## config.mk

```make
export PLATFORM = sky130hd
export DESIGN_NAME = mmio_timer_responder
export DESIGN_NICKNAME = d
export VERILOG_FILES = /design/src/rtl/mmio_timer_responder.sv
export SDC_FILE = /design/constraint.sdc
export NUM_CORES = 1
export LEC_CHECK = 0
export BUFFER_PORTS_ARGS = -buffer_cell sky130_fd_sc_hd__buf_2
export CAP_MARGIN = 20
export CORE_MARGIN = 2
export CORE_UTILIZATION = 50
export DETAILED_ROUTE_END_ITERATION = 7
export PLACE_DENSITY = 0.86
export SLEW_MARGIN = 10
export SYNTH_ARGS = -nofsm -noshare
export SYNTH_HDL_FRONTEND = slang
export SYNTH_SLANG_ARGS = --single-unit
export TNS_END_PERCENT = 5
```

## constraint.sdc

```tcl
create_clock -name clk -period 5 [get_ports clk]
set_input_delay 0.5 -clock clk [delete_from_list [all_inputs] [get_ports clk]]
set_output_delay 0.5 -clock clk [all_outputs]
set_load 0.01 [all_outputs]
```

## src/rtl/mmio_timer_responder.sv

```systemverilog
// ----------------------------------------------------------------------------
// mmio_timer_responder
//
// Memory-mapped peripheral on the core's data-memory bus. It holds a display
// register, a prescaled 32-bit up-counter with a compare value and a sticky
// match flag, and a level interrupt built from that flag.
//
// Register window (32 bytes, word access only, A[1:0] ignored):
//    0x00 DISPLAY  rw
//    0x04 COUNT    rw
//    0x08 CMP      rw
//    0x0C CTRL     rw  [0]=enable [1]=auto_reload [2]=irq_en, upper bits read 0
//    0x10 STATUS   bit0 match, write-1-to-clear, upper bits read 0
//    0x14..0x1C    reserved, read 0, writes ignored
//
// Parameters:
//    BASE_ADDR      byte base of the window, aligned to 32
//    PRESCALE       clocks per timer tick, must be >= 1 (1 = tick every clock)
//    RESET_DISPLAY  reset value of DISPLAY
//
// Ports:
//    clk           rising-edge clock
//    reset         asynchronous, active-low reset
//    A             byte address from the core
//    WD            write data from the core
//    WE            write enable from the core
//    RD            read data, combinational, 0 when the window is not hit
//    hit           A lies inside the register window
//    display_data  current DISPLAY register
//    irq           STATUS.match AND CTRL.irq_en
// ----------------------------------------------------------------------------
module mmio_timer_responder #(
   parameter logic [31:0] BASE_ADDR     = 32'h0000_0400,
   parameter int unsigned PRESCALE      = 16,
   parameter logic [31:0] RESET_DISPLAY = 32'h0000_0000
) (
   input  logic        clk,
   input  logic        reset,
   input  logic [31:0] A,
   input  logic [31:0] WD,
   input  logic        WE,
   output logic [31:0] RD,
   output logic        hit,
   output logic [31:0] display_data,
   output logic        irq
);

   // A prescaler of one still needs a one-bit register so the design elaborates.
   localparam int unsigned      PRE_W   = (PRESCALE > 1) ? $clog2(PRESCALE) : 1;
   localparam logic [PRE_W-1:0] PRE_MAX = PRE_W'(PRESCALE - 1);

   localparam logic [2:0] OFF_DISPLAY = 3'd0;
   localparam logic [2:0] OFF_COUNT   = 3'd1;
   localparam logic [2:0] OFF_CMP     = 3'd2;
   localparam logic [2:0] OFF_CTRL    = 3'd3;
   localparam logic [2:0] OFF_STATUS  = 3'd4;

   localparam int CTRL_ENABLE = 0;
   localparam int CTRL_RELOAD = 1;
   localparam int CTRL_IRQEN  = 2;

   logic [31:0]      display_q, display_d;
   logic [31:0]      count_q, count_d;
   logic [31:0]      cmp_q, cmp_d;
   logic [2:0]       ctrl_q, ctrl_d;
   logic             match_q, match_d;
   logic [PRE_W-1:0] prescaleCnt_q, prescaleCnt_d;

   logic [2:0]  offset;
   logic        wrEn;
   logic        tick;
   logic        countHit;
   logic [31:0] rdData;

   // Byte lanes are never selected individually, so the low address bits
   // carry no information for this block.
   logic unusedAddrBits;
   assign unusedAddrBits = ^A[1:0];

   // Address decode: the window is 32-byte aligned, so the upper 27 bits
   // identify it and A[4:2] picks the word inside it.
   assign hit    = (A[31:5] == BASE_ADDR[31:5]);
   assign offset = A[4:2];
   assign wrEn   = WE & hit;

   // Prescaler: runs 0..PRESCALE-1 only while enabled and produces a tick on
   // its last count. Disabling parks it at zero so the next enable always
   // starts a full prescale period.
   always_comb begin
      tick          = 1'b0;
      prescaleCnt_d = prescaleCnt_q;
      if (!ctrl_q[CTRL_ENABLE]) begin
         prescaleCnt_d = '0;
      end else if (prescaleCnt_q == PRE_MAX) begin
         tick          = 1'b1;
         prescaleCnt_d = '0;
      end else begin
         prescaleCnt_d = prescaleCnt_q + PRE_W'(1);
      end
   end

   // The compare always uses the registered CMP, so a CMP write landing on a
   // tick edge only affects later ticks.
   assign countHit = (count_q == cmp_q);

   // Register next-state. A software write to COUNT overrides the tick
   // increment on the same edge. A W1C on STATUS loses against a match being
   // raised on the same edge so that no match event is ever dropped. A CTRL
   // write that clears enable still lets the current tick through because
   // the tick was computed from the old CTRL value.
   always_comb begin
      display_d = display_q;
      count_d   = count_q;
      cmp_d     = cmp_q;
      ctrl_d    = ctrl_q;
      match_d   = match_q;

      if (tick) begin
         if (countHit && ctrl_q[CTRL_RELOAD]) begin
            count_d = 32'd0;
         end else begin
            count_d = count_q + 32'd1;
         end
      end

      if (wrEn) begin
         case (offset)
            OFF_DISPLAY: display_d = WD;
            OFF_COUNT:   count_d   = WD;
            OFF_CMP:     cmp_d     = WD;
            OFF_CTRL:    ctrl_d    = WD[2:0];
            OFF_STATUS: begin
               if (WD[0]) begin
                  match_d = 1'b0;
               end
            end
            default: ;
         endcase
      end

      if (tick && countHit) begin
         match_d = 1'b1;
      end
   end

   // State registers. Reset abandons any partial prescale period and puts
   // CMP at all-ones so a freshly enabled timer does not match immediately.
   always_ff @(posedge clk or negedge reset) begin
      if (!reset) begin
         display_q     <= RESET_DISPLAY;
         count_q       <= 32'd0;
         cmp_q         <= 32'hFFFF_FFFF;
         ctrl_q        <= 3'b000;
         match_q       <= 1'b0;
         prescaleCnt_q <= '0;
      end else begin
         display_q     <= display_d;
         count_q       <= count_d;
         cmp_q         <= cmp_d;
         ctrl_q        <= ctrl_d;
         match_q       <= match_d;
         prescaleCnt_q <= prescaleCnt_d;
      end
   end

   // Read mux: purely combinational so the single-cycle core sees the data
   // in the same cycle it presents the address. Outside the window the bus
   // is driven to zero so the top-level mux can simply OR or select.
   always_comb begin
      rdData = 32'd0;
      if (hit) begin
         case (offset)
            OFF_DISPLAY: rdData = display_q;
            OFF_COUNT:   rdData = count_q;
            OFF_CMP:     rdData = cmp_q;
            OFF_CTRL:    rdData = {29'd0, ctrl_q};
            OFF_STATUS:  rdData = {31'd0, match_q};
            default:     rdData = 32'd0;
         endcase
      end
   end

   assign RD           = rdData;
   assign display_data = display_q;
   assign irq          = match_q & ctrl_q[CTRL_IRQEN];

endmodule

```

==> impl_results.md, run 1 <==
* CTS tree: done
* Worst Path Max Fanout at 39
* Post-Syn Area at slightly above 6000 um2
* Worst Path Arrival at 2740 ps
* Final setup vio count at 0
* Area leader, netlist: dfrtp_1
* Multi-input logic area at 3200 um2
* Initial antenna violation count at 1
* Number of register bits inferred by synthesis at 104
* Sequential area share after synthesis at 43.5%
* Cells on worst reg2reg path at 7
* Max-Cap Viols at 0
* Final Util at around three fifths
* Worst-path cell chain: buf_2, nor2b_2, buf_4, a21oi_1, nor2_1, buf_2
* Clock share of power at 41.8%
* CP Launch Point: A[3]
* Die H at 114 um
* CTS max path bufs at 2
* Part of the power in registers at between 50% and 60%
* Fmax at 0.309 GHz
* Clock latency at the later pin of the worst-skew pair at about 360 ps
* Yosys warns at 0
* Initial Utilization at between 50 and 60%
* Die W at roughly 110 um
* Register area at 2640 um2
* Max-slew headroom at 37.9%
* Number of H-tree levels at 3
* Final min period at between 3000 and 4000 ps
* Vias per inst at 5.68
* Status: completed
* Syn nets at 673
* Routed vias at 4,920
* Area growth syn-to-layout at 16.2%
* Setup repair after global routing missed its margin: no
* Largest net degree at the start of global routing at 57
* Critical setup path kind: in -> out
* Post-Synthesis Cells at roughly 600
* GRT Overall Usage at around a quarter
* GR Overflow Total at 0
* Power per cell area at about 230 nW/um2
* P_sw at 369 uW
* Final ANT Viol Nets at 0
* Number of global-route vias before repair at 4,789
* Max stage delay on crit path at about 890 ps
* Worst-margin pin slew at 927 ps
* Final hold violations at 0
* Top cells by count, synth: nor2_1, dfrtp_1, mux2_2
* Placer Congestion at 0.898
* P_int at 1.22 mW
* Sw Ratio at 23.2%
* Clock slew at reported path FFs at 70 ps
* Cts bufs inserted at 9
* DRT iter0 DRCs at 279
* Clock Root Buffer: clkbuf_16
* Number of fill cells at between 1,000 and 1,500
* Worst R2R Start: cmp_q[14]
* Proportion of netlist area held by the largest area contributor at 29.7%
* Design area at 7050 um2
* Synth cell types at 46
* First-pass GRT wire length at 24,800 um
* Hpwl dp at 10,900 um
* Die Outline Area at around 13,000 um2
* DR pass1 iterations at 6
* Nature of the critical path startpoint: primary input
* Max-slew violation count at 0
* Post-CTS sizing at 0
* Clock skew at 6.01 ps
* Number of port buffers at between 100 and 150
* CP endpoint kind: output pin
* R2R setup slack at 2330 ps
* Share of layout cells above drive strength 1 at 35.5%
* Number of enable flip-flop cells after synthesis at 0
* Setup tns final at 0 ps
* Worst EP required at 4500 ps
* Hold Crit Class: in -> async
* Core ar. at 11,900 um2
* Comb power frac at 5.3%
* WL final at 15,400 um
* Critical path's slowest cell: nor2b_2
* Clock Sinks at 104
* Ys async rst share at 100%
* Cell area after placement at 6760 um2
* Most used DFF post-synth: dfrtp_1
* Setup repair bufs after CTS at 0
* Peak VDD IR at 143 uV
* Synth Area per Inst at 10.1 um2
* Dominant cells by area after synthesis: dfrtp_1, dfstp_2, mux2_2, xnor2_1, nor2_1
* Lkg Pwr at ~3.1 nW
* I/O Pins at around 130
* Final nets at 782
* DRC at 0
* # rows at 40
* Most common cell in the netlist: nor2_1
* Hold-fix buffers, CTS at 0
* Avg WL per Cell at between 15 and 20 um
* Period utilization at 64.8%
* Cell mode on critical path: buf_2
per-stage QoR:
stage	cells	setup WS (ps)	power [mW]	hold slack, ps
floorplan	604	2500	0.883	204
global placement	848	1400	0.940	484
detailed placement	848	1290	0.941	488
CTS	864	1660	1.59	173
global route	866	1610	1.65	209
finish	866	1760	1.59	151
power groups by stage:
stage / combinational [mW] / clock (mW) / sequential (mW)
3_5_place_dp: 0.0840 / 0 / 0.857
5_1_grt: 0.0922 / 0.711 / 0.842
2_1_floorplan: 0.0250 / 0 / 0.858
3_3_place_gp: 0.0824 / 0 / 0.857
4_1_cts: 0.0843 / 0.668 / 0.842
6_report: 0.0837 / 0.665 / 0.842
layout make-up:
class / instances / share of cell area (%)
Multi-Input combinational cell: 452 / 45.3
Sequential cell: 104 / 37.5
Timing Repair Buffer: 139 / 10.4
Clock buffer: 13 / 3.55
Tap cell: 147 / 2.61
Inverter: 7 / 0.373
Clock inverter: 3 / 0.248
Antenna cell: 1 / 0.0355
layout by cell type, fill, tap and decap left out, types with 3 or more instances in the layout:
| cell | n |
|---|---|
| nand2_1 | 53 |
| mux2_2 | 60 |
| nor2b_1 | 3 |
| and2_1 | 5 |
| xnor2_1 | 48 |
| dfstp_2 | 32 |
| nand4_1 | 19 |
| inv_1 | 7 |
| nor2_1 | 83 |
| buf_4 | 9 |
| a31oi_1 | 6 |
| nor3_1 | 5 |
| o31ai_1 | 29 |
| a21oi_1 | 29 |
| dfrtp_1 | 72 |
| buf_2 | 129 |
| xor2_1 | 13 |
| nand3_1 | 19 |
| mux2i_1 | 29 |
| nor4_1 | 11 |
| clkbuf_1 | 3 |
| mux2_1 | 7 |
| nor4_4 | 3 |
| clkbuf_16 | 9 |
| or3_1 | 4 |
routing by layer:
layer	GRT usage (%)	vias to the layer above	wire length [um]
met4	10.1	0	369
met2	39.6	156	7570
met3	4.24	27	948
met1	32.0	2387	6510
li1	-	2350	-
met5	0	-	0
flip-flops by register name, summed over array words and instances (netlist names):
register       count
cmp_q             32
count_q           32
prescaleCnt_q      4
match_q            1
display_data      32
ctrl_q             3
worst paths after layout:
check | to
max reg2reg | count_q[24]
max in group asynchronous | display_data[27]
min reg2reg | prescaleCnt_q[0]
max | RD[26]
min in group clk | count_q[7]
min | display_data[7]
critical path: cells and delay by family:
family                 cells  cell delay, ps
AND/OR/NAND/NOR            2            1010
buffers and inverters      3            1130
AO/OA/AOI/OAI              1             100
cells by family (layout without fill, tap and decap cells):
| logic type | after synthesis | after routing | synth area share, % |
|---|---|---|---|
| adder cells (fa/ha/maj) | 2 | 2 | 0.412 |
| buffers and inverters | 48 | 162 | 4.00 |
| AO/OA/AOI/OAI | 71 | 71 | 7.40 |
| XOR/XNOR | 61 | 61 | 8.80 |
| AND/OR/NAND/NOR | 220 | 220 | 17.9 |
| flip-flops | 104 | 104 | 43.5 |
| multiplexers | 98 | 98 | 18.0 |
| other | 0 | 1 | 0 |
Note: power is estimated with default switching activity, not from simulation.
==> run 2: changes to the inputs <==
- ABC_AREA: default -> 1
- clock period: 5 -> 3 ns (I/O delays scaled with it)
==> run 2 against run 1 <==
Against the previous run: first-iteration DRC count grew 34%; register-to-register slack lost 1600 ps; design area grew 7.8%; count of clock-buffer cells in the layout shrank 2; clock skew grew 5.3 ps; wire length grew 11%; utilization grew 0.78 points; sequential power grew 66%; via count grew 30%.
==> impl_results.md, run 2 <==
* Clock latency at the later pin of the worst-skew pair at around 360 ps
* Hold Crit Class: in -> reg
* Top cells by count, synth: nand2_1, inv_1, nor2_1
* Nature of the critical path startpoint: primary input
* Worst EP required at ~2700 ps
* Die Outline Area at 14,000 um2
* Dominant cells by area after synthesis: dfrtp_1, nand2_1, dfstp_2, inv_1, nor2_1
* Number of enable flip-flop cells after synthesis at 0
* Tot Pwr at 2.80 mW
* Setup tns final at 0 ps
* Register area at roughly 2600 um2
* GR Overflow Total at 0
* Syn nets at about 1,000
* P_int at 2.18 mW
* Cts bufs inserted at 9
* Clock Root Buffer: clkbuf_16
* Final Util at 60.0%
* Worst hold path stage count at 3
* Proportion of netlist area held by the largest area contributor at between 20% and 30%
* Clock Sinks at 104
* Number of global-route vias before repair at 6,080
* Initial antenna violation count at 0
* Synth cell types at 37
* Worst Path Arrival at roughly 2000 ps
* Setup slack at placement at ~730 ps
* CP endpoint kind: output pin
* CTS tree: done
* Post-Syn Area at 6530 um2
* GR Layer Usage met2 at about two fifths
* Commonest non-fill, non-tap cell in the layout: nand2_1
* Yosys warns at 0
* Final min period at 2290 ps
* Worst Path Max Fanout at 15
* Peak VDD IR at ~280 uV
* Lkg Pwr at 3.92 nW
* Worst R2R Start: prescaleCnt_q[0]
* Final nets at 1,137
* First-pass GRT wire length at 28,800 um
* Critical setup path kind: in -> out
* Met3 Resource Use GR at 4.25%
* Placer Congestion at 0.883
* Die H at 118 um
* Number of H-tree levels at 3
* Avg WL per Cell at 13.7 um
* Max-slew violation count at 0
* WL final at 17,100 um
* Max-Cap Viols at 0
* Top Usage Layer GRT: met2
* Number of fill cells at between 1,000 and 1,500
* Final hold slack at 162 ps
* Worst-margin pin slew at about 660 ps
* Final hold violations at 0
* Part of the power in registers at 50.2%
* DRC at 0
* I/O Pins at between 100 and 150
* DRT iter0 DRCs at between 300 and 400
* R2R setup slack at 710 ps
* Vias per inst at 5.14
* Worst-path cell chain: buf_2, inv_1, nand3_1, buf_4, inv_1, buf_4, nand2_1, a31oi_1, buf_2
* Sequential area share after synthesis at 40.5%
* Reg2reg end: count_q[7]
* Die W at 118 um
* Comb power frac at 4.9%
* Antenna cell count at 0
* Area leader, netlist: dfrtp_1
* # rows at 41
* Most used DFF post-synth: dfrtp_1
* Hpwl dp at 12,100 um
* Share of layout cells above drive strength 1 at 20.9%
* Worst Hold Endpoint: count_q[12]
* Post-CTS sizing at 0
* Status: completed
* Min-delay src: WD[12]
* GRT Overall Usage at 25.0%
* Commonest non-fill, non-tap cells in the layout: nand2_1, buf_2, inv_1, nor2_1, dfrtp_1
* Cells on worst reg2reg path at 8
* M1 GR Usage at 34.7%
* Sw Ratio at about 22%
* Area growth syn-to-layout at 16.4%
* Period utilization at between 70% and 80%
* Most common cell in the netlist: nand2_1
* Clock share of power at 44.9%
* DR pass1 iterations at 5
* Synth Area per Inst at 6.83 um2
* Max-slew headroom at 56.1%
* Multi-input logic area at about 3200 um2
* Number of port buffers at 130
* Critical path's slowest cell: inv_1
* Fmax at 0.436 GHz
* Core ar. at between 10,000 and 15,000 um2
* Final ANT Viol Nets at 0
* Ys async rst share at 100%
* Final setup vio count at 0
* P_sw at 616 uW
* Final worst slack at roughly 710 ps
* Routed vias at 6,405
* Post-Synthesis Cells at about 960
* Largest net degree at the start of global routing at between 60 and 70
* Initial Utilization at 51.5%
* Clock skew at 11.3 ps
* Power per cell area at 368 nW/um2
* Setup repair after global routing missed its margin: no
* Number of register bits inferred by synthesis at around 100
* Clock slew at reported path FFs at roughly 70 ps
* CTS max path bufs at 2
* Max stage delay on crit path at 320 ps
run 2: logic make-up (layout without fill, tap and decap cells):
logic type,Yosys count,in the layout,share of synthesized area (%)
AO/OA/AOI/OAI,135,135,11.4
flip-flops,104,104,40.5
AND/OR/NAND/NOR,520,520,33.2
XOR/XNOR,30,30,4.03
buffers and inverters,164,282,10.4
adder cells (fa/ha/maj),2,2,0.383
run 2: through the flow:
stage / cells / area (um2)
floorplan: 955 / 6530
global placement: 1228 / 7280
detailed placement: 1228 / 7280
CTS: 1245 / 7600
global route: 1245 / 7600
finish: 1245 / 7600
run 2: cell type report:
type | instances | share of cell area [%]
Clock inverter | 5 | 1.07
Clock buffer | 11 | 3.06
Sequential cell | 104 | 34.8
Tap cell | 172 | 2.83
Multi-Input combinational cell | 687 | 42.3
Inverter | 127 | 6.32
Timing Repair Buffer | 139 | 9.68
run 2: worst max-delay path by stage:
stage | from | end | slack [ps] | cells after the start
after global routing | count_q[24] | count_q[18] | 530 | 10
after global placement | A[4] | RD[11] | 780 | 9
final | A[4] | RD[11] | 710 | 9
after detailed placement | A[4] | RD[11] | 730 | 9
after CTS | A[4] | RD[11] | 720 | 9
after floorplan | A[28] | RD[22] | 1340 | 8
run 2: repair_timing:
item,in CTS,in global routing
hold buffers,1,0
hold endpoints to repair,16,0
buffers inserted,0,0
run 2: power groups by stage:
stage / sequential, mW / combinational (mW) / clock (mW)
after floorplan: 1.43 / 0.0350 / 0
after global placement: 1.43 / 0.133 / 0
after detailed placement: 1.43 / 0.134 / 0
after CTS: 1.40 / 0.136 / 1.27
after global routing: 1.40 / 0.151 / 1.33
final: 1.40 / 0.136 / 1.26
run 2: critical path, delay by kind of cell:
kind,cells,cell delay (ps)
simple gates,2,160
compound gates,1,250
buf+inv,6,1290
run 2: metal layers:
metal	vias up	part of all wire [%]	wire, um
met5	-	0	0
met1	2947	46	7810
met3	26	7.2	1230
met4	0	1.8	312
met2	225	45	7740
li1	3207	-	-
